### src/rtl/mc_pkg.sv
// Shared definitions for the memory-controller writeback sequencer.
package mc_pkg;
  localparam int unsigned NUM_CORES   = 4;
  localparam int unsigned NUM_ROWS    = 4;
  localparam int unsigned ACK_TIMEOUT = 15;
  localparam logic [3:0]  ROW_BASE    = 4'b1000;

  typedef enum logic [1:0] {
    COLLECT,
    WRITE,
    DONE
  } wb_state_t;
endpackage

### src/rtl/wb_ack_timer.sv
// Per-row MEM_ACK wait timer: counts cycles spent in the current row without an ack.
module wb_ack_timer #(
  parameter int unsigned LIMIT = 15
) (
  input  logic clk,
  input  logic rst,
  input  logic clear,
  input  logic enable,
  output logic expired
);
  logic [3:0] count;

  always_ff @(posedge clk) begin
    if (rst || clear) count <= '0;
    else if (enable)  count <= count + 4'd1;
  end

  // Count starts at 0 on a row's first cycle, so this flags its LIMIT-th cycle.
  assign expired = (count == 4'(LIMIT - 1));
endmodule

### src/rtl/mem_writeback_ctrl.sv
// Gathers per-core store-complete flags, then drains the staging buffer row by row
// under a MEM_ACK handshake with per-row timeout.
module mem_writeback_ctrl
  import mc_pkg::*;
#(
  parameter int unsigned ACK_TIMEOUT_CYC = mc_pkg::ACK_TIMEOUT
) (
  input  logic       clk,
  input  logic       rst,
  input  logic       MEMWR_1,
  input  logic       MEMWR_2,
  input  logic       MEMWR_3,
  input  logic       MEMWR_4,
  input  logic       MEM_ACK,
  output logic       WRITE_MEM,
  output logic [3:0] ROW_ADDR,
  output logic [3:0] CORE_STALL,
  output logic       BUSY,
  output logic       WB_DONE,
  output logic       WB_ERR
);
  localparam logic [1:0] LAST_IDX = 2'(NUM_ROWS - 1);

  wb_state_t  state, next_state;
  logic [3:0] memwr;
  logic [3:0] seen, seen_next;
  logic [1:0] idx, idx_next;
  logic       err_set;
  logic       tmr_expired;

  assign memwr = {MEMWR_4, MEMWR_3, MEMWR_2, MEMWR_1};

  wb_ack_timer #(.LIMIT(ACK_TIMEOUT_CYC)) u_timer (
    .clk     (clk),
    .rst     (rst),
    .clear   ((state != WRITE) || MEM_ACK),
    .enable  (state == WRITE),
    .expired (tmr_expired)
  );

  always_comb begin
    next_state = state;
    seen_next  = seen;
    idx_next   = idx;
    err_set    = 1'b0;
    case (state)
      COLLECT: begin
        seen_next = seen | memwr;
        if (&(seen | memwr)) begin
          next_state = WRITE;
          idx_next   = '0;
        end
      end
      WRITE: begin
        if (MEM_ACK) begin
          if (idx == LAST_IDX) next_state = DONE;
          else                 idx_next   = idx + 2'd1;
        end else if (tmr_expired) begin
          err_set    = 1'b1;
          next_state = DONE;
        end
      end
      DONE: begin
        seen_next  = '0;
        idx_next   = '0;
        next_state = COLLECT;
      end
      default: next_state = COLLECT;
    endcase
  end

  // Outputs are registered from the next-state values so they line up with the state they describe.
  always_ff @(posedge clk) begin
    if (rst) begin
      state      <= COLLECT;
      seen       <= '0;
      idx        <= '0;
      WRITE_MEM  <= 1'b0;
      ROW_ADDR   <= '0;
      CORE_STALL <= '0;
      BUSY       <= 1'b0;
      WB_DONE    <= 1'b0;
      WB_ERR     <= 1'b0;
    end else begin
      state      <= next_state;
      seen       <= seen_next;
      idx        <= idx_next;
      WRITE_MEM  <= (next_state == WRITE);
      ROW_ADDR   <= (next_state == WRITE) ? ROW_BASE + {2'b00, idx_next} : '0;
      CORE_STALL <= (next_state == COLLECT) ? seen_next : '1;
      BUSY       <= (next_state != COLLECT);
      WB_DONE    <= (next_state == DONE);
      WB_ERR     <= WB_ERR | err_set;
    end
  end
endmodule
### config.mk
export PLATFORM = sky130hd
export DESIGN_NAME = mem_writeback_ctrl
export DESIGN_NICKNAME = d
export VERILOG_FILES = /design/src/rtl/mc_pkg.sv /design/src/rtl/wb_ack_timer.sv /design/src/rtl/mem_writeback_ctrl.sv
export SDC_FILE = /design/constraint.sdc
export NUM_CORES = 1
export LEC_CHECK = 0
export CORE_MARGIN = 3
export CORE_UTILIZATION = 46
export DETAILED_ROUTE_END_ITERATION = 7
export GPL_ROUTABILITY_DRIVEN = 0
export GPL_TIMING_DRIVEN = 0
export MAX_ROUTING_LAYER = met4
export PLACE_DENSITY = 0.75
export RECOVER_POWER = 50
export SYNTH_ARGS = -nofsm -noshare
export SYNTH_HDL_FRONTEND = slang
export SYNTH_SLANG_ARGS = --single-unit
### constraint.sdc
create_clock -name clk -period 1.4 [get_ports clk]
set_input_delay 0.28 -clock clk [delete_from_list [all_inputs] [get_ports clk]]
set_output_delay 0.28 -clock clk [all_outputs]
set_load 0.02 [all_outputs]
; ---- Word level (Yosys, flattened, before mapping)
; Index checks and enable logic that the tools add are counted.
[word_totals]
reg_bits = 24
inputBits = 7
out_inout_bits = 12
word_cells = 44
[op_classes]
add_sub_neg = 3
n_eq_ne = 7
n_mux = 14
bitwise = 3
reduce_logical = 7
[op_table]
columns = op, n
row1 = $mux W2, 7
row2 = $pmux W4 S2, 1
row3 = $eq A2 B2 Y1 const B, 3
row4 = $pmux W2 S3, 1
row5 = $add A4 B1 Y4 const B, 1
row6 = $add A4 B2 Y4 const A, 1
row7 = $eq A2 B1 Y1 const B, 2
row8 = $eq A4 B4 Y1 const B, 1
row9 = $logic_not A2 Y1, 2
row10 = $mux W4, 1
row11 = $or A4 B4 Y4, 1
row12 = $pmux W2 S2, 1
row13 = $reduce_and A4 Y1, 1
row14 = $mux W1, 3
row15 = $add A2 B1 Y2 const B, 1
row16 = $logic_or A1 B1 Y1, 2
row17 = $ne A2 B1 Y1 const B, 1
row18 = $reduce_bool A2 Y1, 1
row19 = $reduce_or A2 Y1, 1
row20 = $not A1 Y1, 1
row21 = $or A1 B1 Y1, 1

; ---- Depth between registers and ports, before layout
; Gate-level depths: netlist of run 1.
[logic_depth]
ltp_word = 7
depth_mapped = 6

; ---- Modules after synthesis
; Synthesis of run 1 repeated with hierarchy kept, for this count alone.
[unflattened]
hier_cells = 87
hier_area_um2 = 857.1
[modules_own_cells]
columns = mod, n_inst, cells_each, area_per_inst_um2, seq_area_each_um2
row1 = mem_writeback_ctrl, 1, 67, 659.4, 380.4
row2 = wb_ack_timer, 1, 20, 197.7, 80.1

; ---- Worst setup path before layout of run 1
; OpenSTA, ideal clock, no wires.
[synth_path]
path_type = register -> register
start = register u_timer.count[0]
end = register ROW_ADDR[1]
setup_ns = 0.120
arrival_time_ns = 0.987
setup_slack_ns = 0.293
stages_incl_launch_ff = 7
n_path_buf = 0
synth_period_minus_slack_ns = 1.107
cell_sequence = dfxtp_1 > inv_1 > ha_1 > nand3_1 > o21ai_2 > o21ai_2 > a21boi_1
[synth_via]
elab_chain_cells = 7
[synth_lines]
columns = element, line_no
row1 = "start, declared", wb_ack_timer.sv:11  ; logic [3:0] count;
row2 = "start signal, assigned", wb_ack_timer.sv:15  ; else if (enable) count <= count + 4'd1;
row3 = $eq A4 B4 Y1, wb_ack_timer.sv:19  ; assign expired = (count == 4'(LIMIT - 1));
row4 = $mux W2, mem_writeback_ctrl.sv:58  ; end else if (tmr_expired) begin
row5 = $mux W2, mem_writeback_ctrl.sv:55  ; if (MEM_ACK) begin
row6 = $pmux W2 S2, mem_writeback_ctrl.sv:46  ; case (state)
row7 = $eq A2 B1 Y1, mem_writeback_ctrl.sv:89  ; ROW_ADDR <= (next_state == WRITE) ? ROW_BASE + {2'b00, idx_next} : '0;
row8 = $not A1 Y1 (no line), n/a
row9 = $reduce_or A2 Y1 (no line), n/a
row10 = "end signal, assigned", mem_writeback_ctrl.sv:89
row11 = "end, declared", mem_writeback_ctrl.sv:16  ; output logic [3:0] ROW_ADDR,
; Every way passes these cells.
; A chain may end at the register's enable or synchronous reset.

; ---- Final worst setup path of run 1
[layout_path]
start = input MEM_ACK
end = register idx[0]
[layout_via]
elab_chain_cells = 2
[layout_lines]
columns = element, line_no
row1 = "start, declared", mem_writeback_ctrl.sv:14  ; input logic MEM_ACK,
row2 = $mux W2, mem_writeback_ctrl.sv:55
row3 = $pmux W2 S3, mem_writeback_ctrl.sv:46
row4 = "end signal, assigned", mem_writeback_ctrl.sv:87  ; idx <= idx_next;
row5 = "end, declared", mem_writeback_ctrl.sv:27  ; logic [1:0] idx, idx_next;
; Every way passes these cells.

==> flow_summary.html, run 1 <==
<table>
<tr><th>Metric</th><th>Value</th></tr>
<tr><th colspan="2">Yosys</th></tr>
<tr><td>Post-Synthesis Net Count</td><td>90</td></tr>
<tr><td>Synthesized area per cell</td><td>9.855 um2</td></tr>
<tr><td>Yosys top cell by area</td><td>dfxtp_1</td></tr>
<tr><td>Top post-synthesis cells by area</td><td>dfxtp_1, nor2_1, a21oi_1</td></tr>
<tr><td>Sequential-to-total area share from yosys stat</td><td>0.5768</td></tr>
<tr><td>Fraction of post-synthesis cell area in the top cell type by area</td><td>0.5768</td></tr>
<tr><td>Post-synthesis cell type count</td><td>27</td></tr>
<tr><td>Seq cells post-synth</td><td>23</td></tr>
<tr><td>Instance count of the mapped netlist</td><td>81</td></tr>
<tr><td>Post-Syn Area</td><td>798.3 um2</td></tr>
<tr><td>Syn. warnings</td><td>0</td></tr>
<tr><th colspan="2">Route</th></tr>
<tr><td>Total number of vias</td><td>624</td></tr>
<tr><td>Post-Route WL</td><td>1.373 mm</td></tr>
<tr><td>First DRT Iteration DRCs</td><td>10</td></tr>
<tr><td>Iteration count of the initial detailed-routing pass</td><td>4</td></tr>
<tr><td>WL/cell</td><td>11.64 um</td></tr>
<tr><td>Drt via density</td><td>5.288</td></tr>
<tr><td>Drt drc</td><td>0</td></tr>
<tr><td>Residual antenna-violating net count after detailed routing</td><td>0</td></tr>
<tr><th colspan="2">Floorplanning</th></tr>
<tr><td>Placeable core region</td><td>1577 um2</td></tr>
<tr><td>Cell row count</td><td>14</td></tr>
<tr><td>Chip Height</td><td>47.66 um</td></tr>
<tr><td>Die width</td><td>47.66 um</td></tr>
<tr><td>Boundary Pins</td><td>19</td></tr>
<tr><td>Overall die area</td><td>2271 um2</td></tr>
<tr><td>Initial Utilization</td><td>0.5063</td></tr>
<tr><th colspan="2">STA</th></tr>
<tr><td>Smallest setup slack after layout</td><td>0.04926 ns</td></tr>
<tr><td>Setup repair after global routing missed its margin</td><td>no</td></tr>
<tr><td>Final setup viols</td><td>0</td></tr>
<tr><td>Worst clock skew on the final layout</td><td>0.002810 ns</td></tr>
<tr><td>Post-layout min period</td><td>1.351 ns</td></tr>
<tr><td>Fin. max-slew vios</td><td>0</td></tr>
<tr><td>Final worst-path cycle share</td><td>0.9648</td></tr>
<tr><td>Sum of negative setup slack</td><td>0 ns</td></tr>
<tr><td>Fmax achieved</td><td>740.3 MHz</td></tr>
<tr><td>Number of hold-slack violations in the final timing report</td><td>0</td></tr>
<tr><th colspan="2">CTS</th></tr>
<tr><td>Hold_buf cts</td><td>0</td></tr>
<tr><td>Clock tree root driver cell</td><td>clkbuf_4</td></tr>
<tr><td>Clk sink count</td><td>23</td></tr>
<tr><td>Worst-case clock buffer depth</td><td>2</td></tr>
<tr><td>Worst-Skew Late Latency</td><td>0.30 ns</td></tr>
<tr><td>Clock edge transition at the registers on the reported setup and hold paths</td><td>0.12 ns</td></tr>
<tr><td>Post-CTS setup buffer count</td><td>0</td></tr>
<tr><td>Number of gates resized after cts</td><td>11</td></tr>
<tr><td>Clock buffers created by TritonCTS</td><td>3</td></tr>
<tr><td>H-tree levels</td><td>1</td></tr>
<tr><td>Clock tree from TritonCTS</td><td>yes</td></tr>
<tr><th colspan="2">Global routing</th></tr>
<tr><td>Global route overflow</td><td>0</td></tr>
<tr><td>Vias in the first global route</td><td>536</td></tr>
<tr><td>Aggregate global-route resource usage</td><td>0.1407</td></tr>
<tr><td>Pin count of the biggest net entering global routing</td><td>13</td></tr>
<tr><td>Global-route wire length before repair</td><td>2.235 mm</td></tr>
<tr><td>Number of antenna violations at the first check in global routing</td><td>0</td></tr>
<tr><th colspan="2">Worst setup path</th></tr>
<tr><td>Max stage delay cell, worst path</td><td>dlygate4sd3_1</td></tr>
<tr><td>Critical path start-end classification</td><td>in2reg</td></tr>
<tr><td>Critical path data required time</td><td>1.60 ns</td></tr>
<tr><td>Category of the worst setup path capture point</td><td>register</td></tr>
<tr><td>Worst path cell trace</td><td>dlygate4sd3_1 &gt; nor2b_1 &gt; nand3b_1 &gt; o211ai_1 &gt; a21oi_1</td></tr>
<tr><td>Crit Path Max Fanout</td><td>5</td></tr>
<tr><td>Delay of the slowest critical-path stage</td><td>0.65 ns</td></tr>
<tr><td>Kind of start point of the critical path</td><td>input pin</td></tr>
<tr><td>Critical path data arrival time</td><td>1.55 ns</td></tr>
<tr><th colspan="2">Run status</th></tr>
<tr><td>Status</td><td>completed</td></tr>
<tr><th colspan="2">Power and ir drop</th></tr>
<tr><td>Worst IR Drop VDD</td><td>0.6534 mV</td></tr>
<tr><td>Power per cell area</td><td>1180 nW/um2</td></tr>
<tr><td>Static Leak</td><td>0.4270 nW</td></tr>
<tr><th colspan="2">Placed design</th></tr>
<tr><td>Post-placement setup slack</td><td>-0.1959 ns</td></tr>
<tr><td>Buffers on Ports</td><td>17</td></tr>
<tr><td>Post-DP HPWL</td><td>1.035 mm</td></tr>
<tr><th colspan="2">Layout</th></tr>
<tr><td>Area used by multi-input combinational logic</td><td>322.8 um2</td></tr>
<tr><td>Diodes inserted</td><td>0</td></tr>
<tr><td>Fill cell instance count of the final layout</td><td>142</td></tr>
<tr><td>Post-layout utilization of the core</td><td>0.6373</td></tr>
<tr><td>Final net count</td><td>112</td></tr>
<tr><td>Register Area</td><td>460.4 um2</td></tr>
<tr><td>Area overhead of the layout relative to synthesis</td><td>25.86%</td></tr>
<tr><td>Layout cells sized above 1</td><td>0.07843</td></tr>
<tr><th colspan="2">Run</th></tr>
<tr><td>Max-cap violations</td><td>0</td></tr>
<tr><th colspan="2">Worst hold path</th></tr>
<tr><td>Min-Delay Path Class</td><td>reg2reg</td></tr>
</table>
cell usage in the layout (no fill, tap or decap), drive strengths merged, types with 3 or more instances in the layout:
cell type and instances:
nand3 5, clkbuf 4, clkdlybuf4s50 5, nor2b 3, nor2 11, o21ai 11
inv 3, dfxtp 23, dlygate4sd2 11, a21oi 7
synth_stat cells (all sizes together):
cell type and count:
a21boi 1, and2 1, nand4 1, or2 1, dfxtp 23, conb 1, o21ai 11, xnor2 1
nand2 1, buf 1, nand3 5, a21oi 7, nor4 1, inv 3, o22a 2, a21o 1
xor2 1, nor3 1, nand3b 1, nor2b 3, o211ai 1, nor2 11, ha 2
cell families (layout without fill, tap and decap cells):
family                   count (synthesis)  count (layout)  share of synthesized area
XOR/XNOR                                 2               2                    0.02195
AND/OR/NAND/NOR                         26              26                     0.1646
AO/OA/AOI/OAI                           23              23                     0.1771
flip-flops                              23              23                     0.5768
buffers and inverters                    4              25                    0.02351
adder cells (fa/ha/maj)                  2               2                    0.03134
other                                    1               1                   0.004698
metrics by stage:
step	total power, mW	instances	hold slack [ns]	instance area, um2
5_1_grt	1.252	118	0.5149	1005
3_5_place_dp	0.9296	114	0.4590	988.4
6_report	1.186	118	0.4902	1005
2_1_floorplan	0.8383	81	0.3491	798.3
4_1_cts	1.197	118	0.4875	1001
3_3_place_gp	0.9279	114	0.4435	988.4
where the power goes:
part	switching, mW	internal [mW]	leakage, nW	total (mW)
clock	0.184	0.111	0.0150	0.295
combinational	0.102	0.0708	0.223	0.173
sequential	0.0189	0.698	0.189	0.717
per-layer routing:
metal  up-vias  global-route usage  wire [um]
li1        324                   -          -
met1       275              0.1913        712
met2        21              0.1979        575
met3         4             0.03759         67
met4         0             0.05376         18
met5         -                   -          0
final cells by class:
type	count	area share
plain buffers	1	0.007472
clock buffers	4	0.02615
inverters	3	0.01121
multi-input cells	54	0.3213
flip-flops and latches	23	0.4583
well taps	16	0.01993
repair buffers	17	0.1557
flip-flops by register name, indices dropped and copies added (netlist names), 2 cells and up:
signal	count
u_timer.count	4
ROW_ADDR	3
state	2
seen	4
CORE_STALL	4
idx	2
critical path, delay by kind of cell:
kind / cells / cell delay [ns]
buffers and inverters: 1 / 0.65
AO/OA/AOI/OAI: 2 / 0.20
AND/OR/NAND/NOR: 2 / 0.42
final timing paths:
| check | cells after the start | startpoint | to | slack [ns] |
|---|---|---|---|---|
| worst max-delay path | 5 | MEM_ACK | idx[0] | 0.05 |
| worst min register to register | 1 | u_timer.count[0] | u_timer.count[0] | 0.49 |
| worst min-delay path | 1 | u_timer.count[0] | u_timer.count[0] | 0.49 |
| worst max register to register | 4 | seen[1] | CORE_STALL[2] | 0.17 |
(Power assumes the default switching activity.)
==> inputs of run 2 (changes only) <==
CELL_PAD_IN_SITES_DETAIL_PLACEMENT = 0   (was default)
CELL_PAD_IN_SITES_GLOBAL_PLACEMENT = 1   (was default)
CORE_UTILIZATION = 38   (was 46)
PLACE_DENSITY = default   (was 0.75)
PLACE_DENSITY_LB_ADDON = 0.1   (was default)
clock period = 1.7 ns   (was 1.4 ns; I/O delays follow)
==> run 2 against run 1 <==
Global-route usage down 1.5 points. Total power down 17%. Flip-flop and latch count unchanged. First-iteration DRC count down 20%. Largest power group unchanged. Sequential share of layout area down 0.79 points. Sequential power down 17%. Register-to-register slack better by 0.24 ns.
==> flow_summary.html, run 2 (synthesized netlist as in run 1, its figures left out) <==
<table>
<tr><th>Metric</th><th>Value</th></tr>
<tr><th colspan="2">Worst hold path</th></tr>
<tr><td>Min-Delay Path Class</td><td>reg2reg (unchanged)</td></tr>
<tr><th colspan="2">Global routing</th></tr>
<tr><td>Number of antenna violations at the first check in global routing</td><td>0 (unchanged)</td></tr>
<tr><td>Global routing's busiest layer</td><td>met2 (unchanged)</td></tr>
<tr><td>Met2 track demand over resource</td><td>0.1925 (was 0.1979)</td></tr>
<tr><td>Met3 Resource Use GR</td><td>0.06017 (was 0.03759)</td></tr>
<tr><td>Global-route wire length before repair</td><td>2.408 mm (was 2.235 mm)</td></tr>
<tr><td>Vias in the first global route</td><td>550 (was 536)</td></tr>
<tr><td>Met1 layer usage reported by global route</td><td>0.1497 (was 0.1913)</td></tr>
<tr><td>Global route overflow</td><td>0 (unchanged)</td></tr>
<tr><td>Aggregate global-route resource usage</td><td>0.1255 (was 0.1407)</td></tr>
<tr><td>Pin count of the biggest net entering global routing</td><td>13 (unchanged)</td></tr>
<tr><th colspan="2">Floorplanning</th></tr>
<tr><td>Die width</td><td>51.84 um (was 47.66 um)</td></tr>
<tr><td>Placeable core region</td><td>1858 um2 (was 1577 um2)</td></tr>
<tr><td>Cell row count</td><td>15 (was 14)</td></tr>
<tr><td>Overall die area</td><td>2687 um2 (was 2271 um2)</td></tr>
<tr><td>Boundary Pins</td><td>19 (unchanged)</td></tr>
<tr><td>Initial Utilization</td><td>0.4296 (was 0.5063)</td></tr>
<tr><td>Chip Height</td><td>51.84 um (was 47.66 um)</td></tr>
<tr><th colspan="2">Worst setup path</th></tr>
<tr><td>Reg-to-reg slack, setup</td><td>0.41 ns (was 0.17 ns)</td></tr>
<tr><td>Critical R2R Launch</td><td>u_timer.count[0] (was seen[1])</td></tr>
<tr><td>Endpoint of the most critical setup path</td><td>WB_ERR (was idx[0])</td></tr>
<tr><td>Number of cells on the worst reg-to-reg path</td><td>6 (was 4)</td></tr>
<tr><td>Critical path data required time</td><td>1.36 ns (was 1.60 ns)</td></tr>
<tr><td>Critical path start-end classification</td><td>reg2out (was in2reg)</td></tr>
<tr><td>Critical path launch point</td><td>WB_ERR (was MEM_ACK)</td></tr>
<tr><td>Crit Path Max Fanout</td><td>2 (was 5)</td></tr>
<tr><td>Worst path cell trace</td><td>clkdlybuf4s50_1 (was dlygate4sd3_1 &gt; nor2b_1 &gt; nand3b_1 &gt; o211ai_1 &gt; a21oi_1)</td></tr>
<tr><td>Reg-to-Reg End</td><td>ROW_ADDR[1] (was CORE_STALL[2])</td></tr>
<tr><td>Category of the worst setup path capture point</td><td>output pin (was register)</td></tr>
<tr><td>Count of buffer and inverter cells on the critical path</td><td>1 (unchanged)</td></tr>
<tr><td>Critical Path Stages</td><td>1 (was 5)</td></tr>
<tr><td>Critical path data arrival time</td><td>1.26 ns (was 1.55 ns)</td></tr>
<tr><td>Max stage delay cell, worst path</td><td>clkdlybuf4s50_1 (was dlygate4sd3_1)</td></tr>
<tr><td>Kind of start point of the critical path</td><td>register (was input pin)</td></tr>
<tr><td>Delay of the slowest critical-path stage</td><td>0.61 ns (was 0.65 ns)</td></tr>
<tr><td>Dominant delay contributor by cell family on the critical path</td><td>buffers and inverters (unchanged)</td></tr>
<tr><th colspan="2">STA</th></tr>
<tr><td>Sum of negative setup slack</td><td>0 ns (unchanged)</td></tr>
<tr><td>Final worst-path cycle share</td><td>0.9435</td></tr>
<tr><td>Fin. max-slew vios</td><td>0 (unchanged)</td></tr>
<tr><td>Number of hold-slack violations in the final timing report</td><td>0 (unchanged)</td></tr>
<tr><td>Worst clock skew on the final layout</td><td>0.001794 ns (was 0.002810 ns)</td></tr>
<tr><td>Final setup viols</td><td>0 (unchanged)</td></tr>
<tr><td>Post-layout min period</td><td>1.604 ns</td></tr>
<tr><td>Setup repair after global routing missed its margin</td><td>no (unchanged)</td></tr>
<tr><td>Fmax achieved</td><td>623.5 MHz</td></tr>
<tr><th colspan="2">Layout</th></tr>
<tr><td>Post-layout utilization of the core</td><td>0.5502 (was 0.6373)</td></tr>
<tr><td>Area used by multi-input combinational logic</td><td>315.3 um2 (was 322.8 um2)</td></tr>
<tr><td>Register Area</td><td>460.4 um2 (unchanged)</td></tr>
<tr><td>Layout cells sized above 1</td><td>0.07843 (unchanged)</td></tr>
<tr><td>Most common cell after layout, fill and taps aside</td><td>dfxtp_1 (unchanged)</td></tr>
<tr><td>Diodes inserted</td><td>0 (unchanged)</td></tr>
<tr><td>Final net count</td><td>112 (unchanged)</td></tr>
<tr><td>Top flop regs</td><td>CORE_STALL x4, seen x4, u_timer.count x4 (unchanged)</td></tr>
<tr><td>Area overhead of the layout relative to synthesis</td><td>28.06% (was 25.86%)</td></tr>
<tr><td>Most frequent cells in the layout</td><td>dfxtp_1, clkdlybuf4s50_1, nor2_1, o21ai_0, a21oi_1 (was dfxtp_1, dlygate4sd2_1, nor2_1, a21oi_1)</td></tr>
<tr><td>Fill cell instance count of the final layout</td><td>170 (was 142)</td></tr>
<tr><th colspan="2">Placed design</th></tr>
<tr><td>Post-DP HPWL</td><td>1.015 mm (was 1.035 mm)</td></tr>
<tr><td>Buffers on Ports</td><td>17 (unchanged)</td></tr>
<tr><th colspan="2">CTS</th></tr>
<tr><td>Hold_buf cts</td><td>0 (unchanged)</td></tr>
<tr><td>Worst-case clock buffer depth</td><td>2 (unchanged)</td></tr>
<tr><td>H-tree levels</td><td>1 (unchanged)</td></tr>
<tr><td>Number of gates resized after cts</td><td>0 (was 11)</td></tr>
<tr><td>Clock edge transition at the registers on the reported setup and hold paths</td><td>0.11 ns (was 0.12 ns)</td></tr>
<tr><td>Clock tree from TritonCTS</td><td>yes (unchanged)</td></tr>
<tr><td>Worst-Skew Late Latency</td><td>0.30 ns (about the same)</td></tr>
<tr><td>Clock buffers created by TritonCTS</td><td>3 (unchanged)</td></tr>
<tr><td>Post-CTS setup buffer count</td><td>0 (unchanged)</td></tr>
<tr><td>Clk sink count</td><td>23 (unchanged)</td></tr>
<tr><td>Clock tree root driver cell</td><td>clkbuf_4 (unchanged)</td></tr>
<tr><th colspan="2">Route</th></tr>
<tr><td>First DRT Iteration DRCs</td><td>8 (was 10)</td></tr>
<tr><td>WL/cell</td><td>10.83 um (was 11.64 um)</td></tr>
<tr><td>Drt drc</td><td>0 (unchanged)</td></tr>
<tr><td>Total number of vias</td><td>617 (was 624)</td></tr>
<tr><td>Post-Route WL</td><td>1.376 mm (was 1.373 mm)</td></tr>
<tr><td>Residual antenna-violating net count after detailed routing</td><td>0 (unchanged)</td></tr>
<tr><td>Iteration count of the initial detailed-routing pass</td><td>4 (unchanged)</td></tr>
<tr><td>Drt via density</td><td>4.858 (was 5.288)</td></tr>
<tr><th colspan="2">Power and ir drop</th></tr>
<tr><td>Overall power</td><td>0.9893 mW (was 1.186 mW)</td></tr>
<tr><td>Worst IR Drop VDD</td><td>0.8125 mV (was 0.6534 mV)</td></tr>
<tr><td>Power per cell area</td><td>967.8 nW/um2 (was 1180 nW/um2)</td></tr>
<tr><td>Static Leak</td><td>0.3859 nW (was 0.4270 nW)</td></tr>
<tr><th colspan="2">Run status</th></tr>
<tr><td>Status</td><td>completed (unchanged)</td></tr>
<tr><th colspan="2">Run</th></tr>
<tr><td>Max-cap violations</td><td>0 (unchanged)</td></tr>
</table>
==> run 2: metal layers <==
metal  wire, um  part of all wire  vias to the layer above
li1           -                 -                      319
met1        684              0.50                      281
met2        589              0.43                       15
met3         87             0.063                        2
met4         14             0.010                        0
met5          0                 0                        -
==> run 2: worst min path at each step <==
stage	from	end	depth (start not counted)
2_1_floorplan	rst	idx[0]	1
3_3_place_gp	u_timer.count[0]	u_timer.count[0]	1
3_5_place_dp	u_timer.count[0]	u_timer.count[0]	1
4_1_cts	u_timer.count[0]	u_timer.count[0]	1
5_1_grt	u_timer.count[0]	u_timer.count[0]	1
6_report	u_timer.count[0]	u_timer.count[0]	1
==> run 2: cell type report <==
cell class,count,area share
flip-flops and latches,23,0.4504
multi-input cells,54,0.3084
repair buffers,17,0.1665
well taps,25,0.03060
clock buffers,4,0.02570
inverters,3,0.01102
plain buffers,1,0.007344
==> run 2: power by group <==
group	switching [mW]	total [mW]	internal, mW	leakage [nW]
clock	0.150	0.242	0.0915	0.0150
combinational	0.0821	0.156	0.0734	0.182
sequential	0.0167	0.592	0.575	0.189
total	0.249	0.989	0.740	0.386
==> run 2: per-stage QoR <==
stage	area (um2)	setup slack (ns)	hold slack (ns)	instances
after CTS	1026	0.08048	0.4794	127
after global routing	1022	0.02746	0.4999	127
final	1022	0.09604	0.4724	127
after global placement	999.7	0.06287	0.4433	123
after detailed placement	999.7	0.05039	0.4504	123
after floorplan	798.3	0.5928	0.4091	81
